$ cat src/rtl/uart_pkg.sv
// uart_pkg: shared types and constants for the UART buffer slice.
//   DEPTH_DEFAULT : default entry count of each FIFO
//   BYTE_W        : data byte width
//   tx_state_t    : transmit handshake FSM states
//   rx_state_t    : receive handshake FSM states
package uart_pkg;

    localparam int unsigned DEPTH_DEFAULT = 4;
    localparam int unsigned BYTE_W        = 8;

    typedef enum logic [1:0] {
        T_IDLE    = 2'd0,
        T_SEND    = 2'd1,
        T_RELEASE = 2'd2
    } tx_state_t;

    typedef enum logic [1:0] {
        R_IDLE  = 2'd0,
        R_WAIT  = 2'd1,
        R_CLEAR = 2'd2
    } rx_state_t;

endpackage

$ cat src/rtl/uart_buffer_if.sv
// uart_buffer_if: handshake bundle between the buffer and the UART core.
//   start_tx     : buffer -> core, byte in tx_value is ready to send
//   tx_value     : buffer -> core, byte to send
//   tx_done      : core -> buffer, transmission finished
//   rx_available : core -> buffer, a received byte is pending
//   rx_value     : core -> buffer, received byte (valid one cycle after rx_available)
//   rx_clear     : buffer -> core, acknowledge of the received byte
// Modports: master = buffer side, slave = UART core side.
interface uart_buffer_if;
    import uart_pkg::*;

    logic              start_tx;
    logic [BYTE_W-1:0] tx_value;
    logic              tx_done;
    logic              rx_available;
    logic [BYTE_W-1:0] rx_value;
    logic              rx_clear;

    modport master (
        output start_tx,
        output tx_value,
        input  tx_done,
        input  rx_available,
        input  rx_value,
        output rx_clear
    );

    modport slave (
        input  start_tx,
        input  tx_value,
        output tx_done,
        output rx_available,
        output rx_value,
        input  rx_clear
    );

endinterface

$ cat src/rtl/sync_fifo.sv
// sync_fifo: single-clock show-ahead FIFO.
//   clk, rst        : clock, synchronous active-high reset
//   push, push_data : write strobe and data; a push while full is accepted
//                     only when a pop happens in the same cycle
//   pop             : read strobe, ignored while empty
//   head            : current head entry (valid while empty=0)
//   full, empty     : registered occupancy flags
module sync_fifo
    import uart_pkg::*;
#(
    parameter int unsigned DEPTH = DEPTH_DEFAULT,
    parameter int unsigned WIDTH = BYTE_W
) (
    input  logic             clk,
    input  logic             rst,
    input  logic             push,
    input  logic [WIDTH-1:0] push_data,
    input  logic             pop,
    output logic [WIDTH-1:0] head,
    output logic             full,
    output logic             empty
);

    localparam int unsigned AW = $clog2(DEPTH);

    logic [WIDTH-1:0] mem [DEPTH];
    logic [AW-1:0]    wr_ptr;
    logic [AW-1:0]    rd_ptr;
    logic [AW:0]      count;
    logic [AW:0]      count_nxt;
    logic             pop_ok_c;
    logic             push_ok_c;

    // Accept/reject strobes and next occupancy.
    always_comb begin
        pop_ok_c  = pop && !empty;
        push_ok_c = push && (!full || pop_ok_c);
        count_nxt = count;
        case ({push_ok_c, pop_ok_c})
            2'b10:   count_nxt = count + (AW+1)'(1);
            2'b01:   count_nxt = count - (AW+1)'(1);
            default: count_nxt = count;
        endcase
    end

    // Storage, pointers (wrap modulo DEPTH by width) and flags.
    always_ff @(posedge clk) begin
        if (rst) begin
            for (int i = 0; i < int'(DEPTH); i++) begin
                mem[i] <= '0;
            end
            wr_ptr <= '0;
            rd_ptr <= '0;
            count  <= '0;
            full   <= 1'b0;
            empty  <= 1'b1;
        end else begin
            if (push_ok_c) begin
                mem[wr_ptr] <= push_data;
                wr_ptr      <= wr_ptr + AW'(1);
            end
            if (pop_ok_c) begin
                rd_ptr <= rd_ptr + AW'(1);
            end
            count <= count_nxt;
            full  <= (count_nxt == (AW+1)'(DEPTH));
            empty <= (count_nxt == '0);
        end
    end

    // Head of queue read straight from storage (show-ahead); memory is
    // reset so head reads zero after reset.
    assign head = mem[rd_ptr];

endmodule

$ cat src/rtl/uart_buffer.sv
// uart_buffer: CPU-side TX/RX byte buffering in front of a UART core.
//   clk, rst      : clock, synchronous active-high reset
//   wr_en/wr_data : CPU push into the TX FIFO; tx_full when it holds DEPTH bytes
//   rd_en/rd_data : CPU pop from RX storage (show-ahead); rx_empty when none held
//   overrun       : sticky, a received byte was discarded; clear_overrun clears it
//   uart          : handshake bundle to the UART core (master side)
// Build option: define UART_RX_FIFO_EN for a DEPTH-entry RX FIFO; otherwise RX
// storage is a single holding register. TX always uses a DEPTH-entry FIFO.
module uart_buffer
    import uart_pkg::*;
#(
    parameter int unsigned DEPTH = DEPTH_DEFAULT
) (
    input  logic              clk,
    input  logic              rst,
    input  logic              wr_en,
    input  logic [BYTE_W-1:0] wr_data,
    output logic              tx_full,
    input  logic              rd_en,
    output logic [BYTE_W-1:0] rd_data,
    output logic              rx_empty,
    output logic              overrun,
    input  logic              clear_overrun,
    uart_buffer_if.master     uart
);

    // ---------------- TX path ----------------
    tx_state_t         tx_state;
    tx_state_t         tx_next;
    logic              tx_empty;
    logic [BYTE_W-1:0] tx_head;
    logic              tx_pop_c;
    logic              start_tx_nxt;
    logic [BYTE_W-1:0] tx_value_nxt;

    sync_fifo #(
        .DEPTH (DEPTH),
        .WIDTH (BYTE_W)
    ) u_tx_fifo (
        .clk       (clk),
        .rst       (rst),
        .push      (wr_en),
        .push_data (wr_data),
        .pop       (tx_pop_c),
        .head      (tx_head),
        .full      (tx_full),
        .empty     (tx_empty)
    );

    // TX state register.
    always_ff @(posedge clk) begin
        if (rst) tx_state <= T_IDLE;
        else     tx_state <= tx_next;
    end

    // TX next state.
    always_comb begin
        tx_next = tx_state;
        case (tx_state)
            T_IDLE:    if (!tx_empty)     tx_next = T_SEND;
            T_SEND:    if (uart.tx_done)  tx_next = T_RELEASE;
            T_RELEASE: if (!uart.tx_done) tx_next = T_IDLE;
            default:                      tx_next = T_IDLE;
        endcase
    end

    // TX outputs: pop the head into tx_value when leaving T_IDLE.
    always_comb begin
        tx_pop_c     = 1'b0;
        start_tx_nxt = 1'b0;
        tx_value_nxt = uart.tx_value;
        case (tx_state)
            T_IDLE: begin
                if (!tx_empty) begin
                    tx_pop_c     = 1'b1;
                    start_tx_nxt = 1'b1;
                    tx_value_nxt = tx_head;
                end
            end
            T_SEND:  start_tx_nxt = !uart.tx_done;
            default: start_tx_nxt = 1'b0;
        endcase
    end

    always_ff @(posedge clk) begin
        if (rst) begin
            uart.start_tx <= 1'b0;
            uart.tx_value <= '0;
        end else begin
            uart.start_tx <= start_tx_nxt;
            uart.tx_value <= tx_value_nxt;
        end
    end

    // ---------------- RX path ----------------
    rx_state_t rx_state;
    rx_state_t rx_next;
    logic      rx_push_c;
    logic      rx_clear_nxt;
    logic      rx_drop_c;

    // RX state register.
    always_ff @(posedge clk) begin
        if (rst) rx_state <= R_IDLE;
        else     rx_state <= rx_next;
    end

    // RX next state; R_WAIT is a single cycle so rx_value has settled.
    always_comb begin
        rx_next = rx_state;
        case (rx_state)
            R_IDLE:  if (uart.rx_available)  rx_next = R_WAIT;
            R_WAIT:                          rx_next = R_CLEAR;
            R_CLEAR: if (!uart.rx_available) rx_next = R_IDLE;
            default:                         rx_next = R_IDLE;
        endcase
    end

    // RX outputs: capture on the R_WAIT exit edge, acknowledge through R_CLEAR.
    always_comb begin
        rx_push_c    = 1'b0;
        rx_clear_nxt = 1'b0;
        case (rx_state)
            R_WAIT: begin
                rx_push_c    = 1'b1;
                rx_clear_nxt = 1'b1;
            end
            R_CLEAR: rx_clear_nxt = uart.rx_available;
            default: rx_clear_nxt = 1'b0;
        endcase
    end

    always_ff @(posedge clk) begin
        if (rst) uart.rx_clear <= 1'b0;
        else     uart.rx_clear <= rx_clear_nxt;
    end

`ifdef UART_RX_FIFO_EN
    logic rx_full;

    sync_fifo #(
        .DEPTH (DEPTH),
        .WIDTH (BYTE_W)
    ) u_rx_fifo (
        .clk       (clk),
        .rst       (rst),
        .push      (rx_push_c),
        .push_data (uart.rx_value),
        .pop       (rd_en),
        .head      (rd_data),
        .full      (rx_full),
        .empty     (rx_empty)
    );

    // A full FIFO still accepts the byte if the CPU pops in the same cycle.
    assign rx_drop_c = rx_push_c && rx_full && !rd_en;
`else
    // Single holding register; a same-cycle read frees it for the new byte.
    always_ff @(posedge clk) begin
        if (rst) begin
            rd_data  <= '0;
            rx_empty <= 1'b1;
        end else if (rx_push_c && (rx_empty || rd_en)) begin
            rd_data  <= uart.rx_value;
            rx_empty <= 1'b0;
        end else if (rd_en) begin
            rx_empty <= 1'b1;
        end
    end

    assign rx_drop_c = rx_push_c && !rx_empty && !rd_en;
`endif

    // Sticky overrun; a new drop wins over a simultaneous clear.
    always_ff @(posedge clk) begin
        if (rst)                overrun <= 1'b0;
        else if (rx_drop_c)     overrun <= 1'b1;
        else if (clear_overrun) overrun <= 1'b0;
    end

endmodule

$ cat src/flat_wrapper.sv
// flat-port wrapper written by rule: the top's interface ports become plain ports
module uart_buffer_flat import uart_pkg::*;
#(
    parameter int unsigned DEPTH = DEPTH_DEFAULT
)
  (clk, rst, wr_en, wr_data, tx_full, rd_en, rd_data, rx_empty, overrun, clear_overrun, uart_start_tx, uart_tx_value, uart_tx_done, uart_rx_available, uart_rx_value, uart_rx_clear);
  uart_buffer_if uart_i ();
  input  logic clk;
  input  logic rst;
  input  logic wr_en;
  input  logic [BYTE_W-1:0] wr_data;
  output logic tx_full;
  input  logic rd_en;
  output logic [BYTE_W-1:0] rd_data;
  output logic rx_empty;
  output logic overrun;
  input  logic clear_overrun;
  output wire logic [$bits(uart_i.start_tx)-1:0] uart_start_tx;
  output wire logic [$bits(uart_i.tx_value)-1:0] uart_tx_value;
  input wire logic [$bits(uart_i.tx_done)-1:0] uart_tx_done;
  input wire logic [$bits(uart_i.rx_available)-1:0] uart_rx_available;
  input wire logic [$bits(uart_i.rx_value)-1:0] uart_rx_value;
  output wire logic [$bits(uart_i.rx_clear)-1:0] uart_rx_clear;
  assign uart_start_tx = uart_i.start_tx;
  assign uart_tx_value = uart_i.tx_value;
  assign uart_i.tx_done = uart_tx_done;
  assign uart_i.rx_available = uart_rx_available;
  assign uart_i.rx_value = uart_rx_value;
  assign uart_rx_clear = uart_i.rx_clear;
  uart_buffer #(.DEPTH(DEPTH)) u_core (.clk(clk), .rst(rst), .wr_en(wr_en), .wr_data(wr_data), .tx_full(tx_full), .rd_en(rd_en), .rd_data(rd_data), .rx_empty(rx_empty), .overrun(overrun), .clear_overrun(clear_overrun), .uart(uart_i));
endmodule
$ cat config.mk
export PLATFORM = sky130hd
export DESIGN_NAME = uart_buffer_flat
export DESIGN_NICKNAME = d
export VERILOG_FILES = /design/src/rtl/uart_pkg.sv /design/src/rtl/uart_buffer_if.sv /design/src/rtl/sync_fifo.sv /design/src/rtl/uart_buffer.sv /design/src/flat_wrapper.sv
export SDC_FILE = /design/constraint.sdc
export NUM_CORES = 1
export LEC_CHECK = 0
export ABC_AREA = 1
export CORE_MARGIN = 2
export CORE_UTILIZATION = 35
export DETAILED_ROUTE_END_ITERATION = 16
export PLACE_DENSITY = 0.62
export SETUP_SLACK_MARGIN = 0.05
export SYNTH_ARGS = -nofsm -noshare
export SYNTH_HDL_FRONTEND = slang
export SYNTH_SLANG_ARGS = --single-unit
$ cat constraint.sdc
create_clock -name clk -period 3.4 [get_ports clk]
set_input_delay 1.02 -clock clk [delete_from_list [all_inputs] [get_ports clk]]
set_output_delay 1.02 -clock clk [all_outputs]
set_load 0.005 [all_outputs]
==> out/results.tsv <==
stage	metric	value	unit
outcome	run_status	finished, final reports clean	
clocking	clk_path_buf_depth	2	
yosys	synth_nets	351	
timing	maxSlewHeadroom	52.38	%
yosys	synth_xor_area_share	0.3111	%
clocking	htreeDepth	3	
clocking	cts.sinks	65	
place	place.gp.congestion	0.7478	
floorplanning	die_w	93.69	um
timing	worst_pin_slew	713.3	ps
floorplanning	row_count	32	
floorplanning	coreArea	7767	um^2
yosys	synth_sequential_area_ratio	57.60	%
timing	tns	0	ps
detailed_routing	first_pass_iters	4	
clocking	cts_buffers	9	
yosys	synth_top_family_by_area	simple AND/OR/NAND/NOR gates	
setup_path	cp-start-kind	input pin	
yosys	synth-edff-count	32	
setup_path	reg2reg_to	u_core.u_tx_fifo.empty	
clocking	clockRootBuffer	clkbuf_8	
setup_path	cp-end-kind	flop	
grt	grt_antenna_before_repair	0	
setup_path	crit_type	input pin to flop	
hold_path	hold_start	u_core.tx_state[0]	
detailed_routing	ant_nets	0	
yosys	synth_compound_area_share	7.822	%
yosys	ys.flop_type	dfxtp_1	
power	power_density	720.1	nW/um^2
detailed_routing	wirelength	5996	um
final_layout	drive_gt1_share	7.937	%
final_layout	layout_common_cells	nor2_1, clkdlybuf4s50_1, inv_1	
timing	final.period_utilization	75.93	%
clocking	cts_resized	0	
setup_path	r2r_cells	12	
job	maxCapViolCount	0	
timing	drv_slew	0	
timing	setup_ws	818.2	ps
setup_path	required	3630	ps
place	place_ws	485.4	ps
detailed_routing	wl_per_cell	12.49	um
yosys	synth_warnings	0	
yosys	synth_seq_cells	65	
final_layout	final_common_cell	nor2_1	
clocking	cts_setup_buffers	0	
yosys	synth-async-reset-ratio	0	%
detailed_routing	drtIter0Drc	80	
detailed_routing	vias_per_cell	4.481	
place	dp.cells	464	
yosys	synthAdderAreaFrac	2.933	%
floorplanning	die_area	8777	um^2
grt	grt_pass1_wl	9956	um
power	power_leakage	1.540	nW
grt	grt_max_degree	21	
timing	rsz0062_at_grt	no	
place	dpl.hpwl	4178	um
setup_path	worstPathMaxFanout	4	
timing	setup_violations	0	
floorplanning	ios	44	
timing	skew	8.262	ps
yosys	postSynthCellCount	322	
yosys	synth_cell_type_count	28	
timing	final_hold_viol_count	0	
timing	min_period	2582	ps
final_layout	fin_nets	402	
timing	max_freq	387.3	MHz
grt	overflow	0	
setup_path	r2r_setup_slack	1410	ps
grt	grt_pass1_vias	2027	
detailed_routing	drcViolationCount	0	
clocking	clk_pin_slew	70	ps
yosys	netlist_area	2815	um^2
clocking	cts_tree	yes	
yosys	syn_area_per_cell	8.743	um^2
clocking	clkLatencyLatePin	340	ps
detailed_routing	vias	2151	
hold_path	holdCritPathClass	flop to flop	
hold_path	min_to	u_core.tx_state[1]	
grt	track_usage	14.96	%
floorplanning	initial_core_util	36.24	%
clocking	cts_hold_buffers	0	
yosys	synth-simple-area-share	23.51	%
setup_path	cp.arrival	2810	ps
setup_path	r2r_start	u_core.tx_state[0]	
final_layout	layout.cells.non_filler	480	
final_layout	final_util	45.75	%
place	io_buffers	43	
final_layout	antennaDiodeCount	0	
yosys	synthMuxAreaShare	0	%
floorplanning	die_h	93.69	um
final_layout	syn2layout_area_growth	26.22	%
hold_path	hold-path-cell-count	1	
power	irDropWorstVdd	0.0002371	V
[power breakdown]
group	total (mW)	switching (mW)	internal, mW
Sequential	1.10	0.111	0.991
Combinational	0.840	0.461	0.379
Clock	0.617	0.282	0.335
Total	2.56	0.854	1.70
[state kept, by name, summed over array words and instances (netlist names)]
| name | count |
|---|---|
| u_core.u_tx_fifo.count | 3 |
| u_core.rx_state | 2 |
| u_core.u_tx_fifo.mem | 32 |
| u_core.uart.start_tx | 1 |
| u_core.tx_state | 2 |
| u_core.uart.tx_value | 8 |
| u_core.uart.rx_clear | 1 |
| u_core.rd_data | 8 |
| u_core.u_tx_fifo.empty | 1 |
| u_core.u_tx_fifo.rd_ptr | 2 |
| u_core.u_tx_fifo.full | 1 |
| u_core.overrun | 1 |
| u_core.u_tx_fifo.wr_ptr | 2 |
| u_core.rx_empty | 1 |
[critical path: stages]
cell	delay [ps]
clkdlybuf4s50_1	560
nand2_4	100
ha_1	250
fa_1	390
nand2_1	100
nand3_1	80
nand2_1	60
nand2_1	60
nor2_1	120
nor2_1	50
[cells by family (layout without fill, tap and decap cells)]
family	count (synthesis)	after routing
xor+xnor	1	1
buf+inv	54	110
flops	65	65
fa+ha+maj	6	6
compound gates	43	43
simple gates	153	153
[worst max path at each step]
stage               slack [ps]  depth (start not counted)  start                    endpoint
floorplan                  850                          4    rst  u_core.u_tx_fifo.mem[0][0]
global placement           550                          9  wr_en      u_core.u_tx_fifo.empty
detailed placement         490                         10  wr_en      u_core.u_tx_fifo.empty
CTS                        850                         10  wr_en      u_core.u_tx_fifo.empty
global route               700                         10  wr_en      u_core.u_tx_fifo.empty
finish                     820                         10  wr_en      u_core.u_tx_fifo.empty
[metal layers]
metal  wire (um)  vias to the layer above  track usage (%)
li1            -                     1124                -
met1        2885                      972            20.91
met2        2733                       46            22.08
met3         259                        9            3.531
met4         118                        0            6.643
met5           0                        -                0
[per-stage QoR]
step           cell area [um^2]  power [mW]  hold WS (ps)
6_report                   3553       2.559         457.7
5_1_grt                    3553       2.746         503.2
4_1_cts                    3553       2.578         460.3
3_5_place_dp               3374       1.960         456.6
3_3_place_gp               3374       1.936         444.5
2_1_floorplan              2815       1.620         437.9
[cell usage after synthesis (2+ instances only)]
cell,instances,area (um^2)
nand2_4,2,22.52
a21oi_1,6,30.03
ha_1,5,62.56
o21ai_1,2,10.01
edfxtp_1,32,960.9
o21a_1,2,15.01
nand2_2,4,25.02
o21ai_0,33,165.2
nor3_1,10,50.05
buf_4,2,15.01
dfxtp_1,33,660.6
buf_2,7,35.03
inv_1,41,153.9
nand2_1,32,120.1
nand3_1,10,50.05
nor2_1,89,334.1
[final cells by class]
cell class | count | area [um^2]
fill | 787 | 4214
sequential | 65 | 1622
multi-input combinational | 203 | 973.4
timing repair buffer | 51 | 490.5
inverter | 43 | 161.4
clock buffer | 12 | 135.1
tap | 102 | 127.6
clock inverter | 4 | 43.79
Power figures use the tool's default switching activity.
==> RTL change 1 (same flow settings) <==
`BYTE_W`: 8 -> 12.
--- a/src/rtl/uart_pkg.sv
+++ b/src/rtl/uart_pkg.sv
@@ -6,7 +6,7 @@
 package uart_pkg;
 
     localparam int unsigned DEPTH_DEFAULT = 4;
-    localparam int unsigned BYTE_W        = 8;
+    localparam int unsigned BYTE_W        = 12;
 
     typedef enum logic [1:0] {
         T_IDLE    = 2'd0,
Interface: changed (resized rd_data, uart_rx_value, uart_tx_value and wr_data); port bits go from 44 to 60. No check against the original RTL was run, so the function may have changed too.
==> RTL change 1 against the original RTL <==
Sequential cell count up 24. Area after synthesis up 39%. Power up 33%. Cell area up 37%. Non-clock buffer count up 18. Routed wire length up 37%. Fmax down 0.84%. Worst setup slack worse by 0.022 ns.
==> RTL change 1: results <==
[grt]
grt_first_pass_wirelength_mm = 13.51
gr-usage-all-layers_pct = 14.76
grt_pass1_vias = 2745
grt_start_max_net_pins = 27

[yosys]
syn_inst = 437
synth_fp_nets = 474
synth_enable_flop_cells = 48
synth_cell_types = 29
post_synth_most_frequent_cells = "sky130_fd_sc_hd__nor2_1, sky130_fd_sc_hd__edfxtp_1, sky130_fd_sc_hd__inv_1, sky130_fd_sc_hd__o21ai_0, sky130_fd_sc_hd__dfxtp_1"
synth-seq-area-share_pct = 57.87
synth.top_cells.by_area = "sky130_fd_sc_hd__edfxtp_1, sky130_fd_sc_hd__dfxtp_1, sky130_fd_sc_hd__nor2_1"

[placed_design]
gpl.final_weighted_congestion = 0.7715
port_buffers = 59
detailed_place_hpwl_mm = 5.816
placedCellCount = 626
placement.cell_area_um2 = 4644

[timing]
timing.clock.skew_ns = 0.006859
max-slew-margin-rel_pct = 54.42
post-route-min-period_ns = 2.604

[layout]
instances_no_fill = 642
reg.largest.list = "u_core.u_tx_fifo.mem (48), u_core.rd_data (12), u_core.uart.tx_value (12)"
finalNetCount = 534
nFillCells = 1053
layout-drive-gt1-share_pct = 9.562

[detailed_routing]
wl_per_cell_um = 12.84
avgViaCountPerCell = 4.544
drt_iter0_markers = 142

[setup_path]
crit_path_max_fanout = 4
crit_arrival_ns = 2.86

[clocking]
clock_latency_ns = 0.36
postCtsResizedCells = 0
depth_of_the_cts_h_tree = 3

[power_and_ir_drop]
maximum_vdd_drop_mv = 0.2464
power.static_leakage_uw = 0.002014

[outcome]
outcome = "completed"
RTL change 1: report_power, final:
part / switching (uW) / internal, uW / total (uW)
sequential: 116 / 1370 / 1490
combinational: 645 / 493 / 1140
clock: 355 / 426 / 781
total: 1120 / 2290 / 3410
RTL change 1: kinds of logic after synthesis:
kind of cell	Yosys count	synth area share, %
buf+inv	75	7.971
xor+xnor	1	0.2241
flops	89	57.87
simple gates	212	24.90
compound gates	54	6.914
fa+ha+maj	6	2.113
RTL change 1: final timing paths:
check,from,endpoint,slack (ns),cells past startpoint
max,wr_en,u_core.u_tx_fifo.empty$_SDFF_PP1_,0.80,10
min,u_core.tx_state[1]$_SDFFE_PP0P_,u_core.tx_state[1]$_SDFFE_PP0P_,0.45,1
max reg2reg,u_core.tx_state[0]$_SDFFE_PP0P_,u_core.u_tx_fifo.empty$_SDFF_PP1_,1.36,12
min reg2reg,u_core.tx_state[1]$_SDFFE_PP0P_,u_core.tx_state[1]$_SDFFE_PP0P_,0.45,1
RTL change 1: final cells by class:
type / count / area (um2) / share of cell area [%]
Clock buffer: 15 / 187.7 / 3.860
Clock inverter: 1 / 30.03 / 0.6176
Inverter: 55 / 206.4 / 4.246
Multi-Input combinational cell: 273 / 1335 / 27.46
Sequential cell: 89 / 2262 / 46.53
Tap cell: 140 / 175.2 / 3.603
Timing Repair Buffer: 69 / 665.6 / 13.69
RTL change 1: worst max-delay path, delay by kind of cell:
family                   cells  cell delay (ns)
adder cells (fa/ha/maj)      2             0.65
AND/OR/NAND/NOR              7             0.61
buffers and inverters        1             0.57
RTL change 1: per-stage QoR:
step / util (%) / setup WS, ns / power [uW]
floorplan: - / 0.6991 / 2198
global placement: 42.66 / 0.4812 / 2623
detailed placement: 42.66 / 0.4123 / 2657
CTS: 44.66 / 0.7988 / 3433
global route: 44.66 / 0.5975 / 3647
finish: 44.66 / 0.7964 / 3406
RTL change 1: per-layer routing:
layer	up-vias	global-route usage [%]	wire length, um
li1	1510	-	-
met1	1342	20.57	3929
met2	56	22.88	3854
met3	9	1.897	330
met4	0	6.781	127
met5	-	0	0
==> RTL change 2 (same settings) <==
Without the edit above. Register the output `overrun` once more, with the module's reset; this adds one clock of latency there. The other outputs are not delayed to match.
--- a/src/rtl/uart_buffer.sv
+++ b/src/rtl/uart_buffer.sv
@@ -23,6 +23,8 @@
     input  logic              clear_overrun,
     uart_buffer_if.master     uart
 );
+
+    logic overrun_s0;
 
     // ---------------- TX path ----------------
     tx_state_t         tx_state;
@@ -173,9 +175,17 @@
 
     // Sticky overrun; a new drop wins over a simultaneous clear.
     always_ff @(posedge clk) begin
-        if (rst)                overrun <= 1'b0;
-        else if (rx_drop_c)     overrun <= 1'b1;
-        else if (clear_overrun) overrun <= 1'b0;
+        if (rst)                overrun_s0 <= 1'b0;
+        else if (rx_drop_c)     overrun_s0 <= 1'b1;
+        else if (clear_overrun) overrun_s0 <= 1'b0;
+    end
+
+    always_ff @(posedge clk) begin
+        if (rst) begin
+            overrun <= '0;
+        end else begin
+            overrun <= overrun_s0;
+        end
     end
 
 endmodule
Behaviour: not the same (Yosys sat finds a counterexample within 10 cycles, from zero or initial values and one cycle with rst high).
==> RTL change 2 against the original RTL <==
Via count is 1.9% lower. Clock power is 3.4% higher. Cell area is 0.99% higher. Global-route usage is 1.3 points lower. Power is 0.64% lower. Largest cell class unchanged. Routed wire length is 11% lower. Worst setup slack better by 0.014 ns. Highest routed layer unchanged. Sequential cell count is 1 higher. Critical path depth stayed put. Area after synthesis is 0.62% higher.
==> RTL change 2: results <==
[placed_design]
dpl_worst_slack_ns = 0.4789
placedCellCount = 464
detailed_place_hpwl_mm = 3.872
gpl.final_weighted_congestion = 0.7325
port_buffers = 43

[yosys]
synth-seq-area-share_pct = 57.95
synth.top_cells.by_area = "sky130_fd_sc_hd__edfxtp_1, sky130_fd_sc_hd__dfxtp_1, sky130_fd_sc_hd__nor2_1"
synth_async_sr_flop_share_pct = 0
yosys_warnings = 0
post_synth_most_frequent_cells = "sky130_fd_sc_hd__nor2_1, sky130_fd_sc_hd__inv_1, sky130_fd_sc_hd__o21ai_0"
synth_enable_flop_cells = 32
yosys_most_used_dff = "sky130_fd_sc_hd__dfxtp_1"
synth_fp_nets = 351
average_size_of_a_mapped_cell_um2 = 8.797
synth_cell_types = 27

[grt]
grt_start_max_net_pins = 21
grt_antenna_before_repair = 0
gr-usage-all-layers_pct = 13.66
grt_pass1_vias = 1948
grt_first_pass_wirelength_mm = 9.280

[detailed_routing]
drt_iter0_markers = 166
detailedRoute.firstPassIterationCount = 4
avgViaCountPerCell = 4.398
route.final.wire_length_mm = 5.332

[hold_path]
min_from = "u_core.overrun_s0$_SDFFE_PP0P_"
worstHoldPathType = "reg -> reg"

[setup_path]
worst_path_top_cell_family_by_delay = "adder cells"
timing.critical_path.slowest_stage_cell = "sky130_fd_sc_hd__clkdlybuf4s50_1"
setup_crit_start = "wr_en"
crit_arrival_ns = 2.80
rr_startpoint = "u_core.tx_state[0]$_SDFFE_PP0P_"
crit_path_max_fanout = 4
worst_path_largest_cell_delay_ns = 0.55

[power_and_ir_drop]
power.static_leakage_uw = 0.001540
maximum_vdd_drop_mv = 0.2988
net-switching-power_uw = 841.5

[layout]
instances_no_fill = 480
nFillCells = 775
reg.largest.list = "u_core.u_tx_fifo.mem (32), u_core.rd_data (8), u_core.uart.tx_value (8)"
num_antenna_cells = 0
layout-drive-gt1-share_pct = 10.05
finalNetCount = 402

[clocking]
cts.clk_slew.worst_paths_ns = 0.07
depth_of_the_cts_h_tree = 3
cts_max_path_buffers = 2
clock_latency_ns = 0.35
cts-buffers-inserted = 9
ctsRootBufferMaster = "sky130_fd_sc_hd__clkbuf_8"
postCtsResizedCells = 0
cts_setup_buffers = 0

[timing]
timing.clock.skew_ns = 0.01161
worst_slew_pin_slew_ns = 0.6220

[outcome]
outcome = "completed"
[RTL change 2: power groups by stage]
stage          combinational [uW]  sequential, uW  clock, uW
2_1_floorplan                 523            1090          0
3_3_place_gp                  791            1120          0
3_5_place_dp                  806            1120          0
4_1_cts                       810            1100        653
5_1_grt                       921            1130        693
6_report                      802            1100        638
[RTL change 2: layout make-up]
| type | count | area [um2] | share of cell area [%] |
|---|---|---|---|
| flip-flops and latches | 66 | 1642 | 45.75 |
| multi-input cells | 203 | 980.9 | 27.34 |
| repair buffers | 50 | 483.0 | 13.46 |
| inverters | 43 | 161.4 | 4.498 |
| well taps | 102 | 127.6 | 3.556 |
| clock buffers | 9 | 123.9 | 3.452 |
| clock inverters | 7 | 70.07 | 1.953 |
[RTL change 2: worst reg2reg max path, stage by stage (launching register included)]
cell,delay (ns)
sky130_fd_sc_hd__dfxtp_1,0.36
sky130_fd_sc_hd__nor2_2,0.06
sky130_fd_sc_hd__nand2_2,0.12
sky130_fd_sc_hd__clkinv_1,0.45
sky130_fd_sc_hd__ha_1,0.43
sky130_fd_sc_hd__fa_1,0.39
sky130_fd_sc_hd__nand2_1,0.10
sky130_fd_sc_hd__nand3_1,0.08
sky130_fd_sc_hd__nand2_1,0.06
sky130_fd_sc_hd__nand2_1,0.06
sky130_fd_sc_hd__nor2_1,0.14
sky130_fd_sc_hd__nor2_1,0.05
[RTL change 2: kinds of logic (layout without fill, tap and decap cells)]
| logic type | after synthesis | count (layout) | share of synthesized area [%] |
|---|---|---|---|
| AND/OR/NAND/NOR | 153 | 153 | 23.72 |
| flip-flops | 66 | 66 | 57.95 |
| buffers and inverters | 53 | 109 | 7.420 |
| AO/OA/AOI/OAI | 43 | 43 | 7.686 |
| adder cells (fa/ha/maj) | 6 | 6 | 2.915 |
| XOR/XNOR | 1 | 1 | 0.3092 |
[RTL change 2: through the flow]
step	cell area, um2	util [%]
6_report	3588	46.20
3_5_place_dp	3395	43.70
3_3_place_gp	3395	43.70
4_1_cts	3588	46.20
2_1_floorplan	2833	-
5_1_grt	3588	46.20
[RTL change 2: worst paths after layout]
kind	end	depth (start not counted)	slack, ns
max	u_core.u_tx_fifo.empty$_SDFF_PP1_	10	0.83
min	u_core.overrun$_SDFF_PP0_	2	0.43
max reg2reg	u_core.u_tx_fifo.empty$_SDFF_PP1_	11	1.01
min reg2reg	u_core.overrun$_SDFF_PP0_	2	0.43
[RTL change 2: metal layers]
layer / vias up / track usage [%] / wire, um
met2: 42 / 20.00 / 2377
li1: 1133 / - / -
met1: 928 / 18.49 / 2606
met3: 8 / 3.772 / 249
met4: 0 / 6.884 / 98
met5: - / 0 / 0
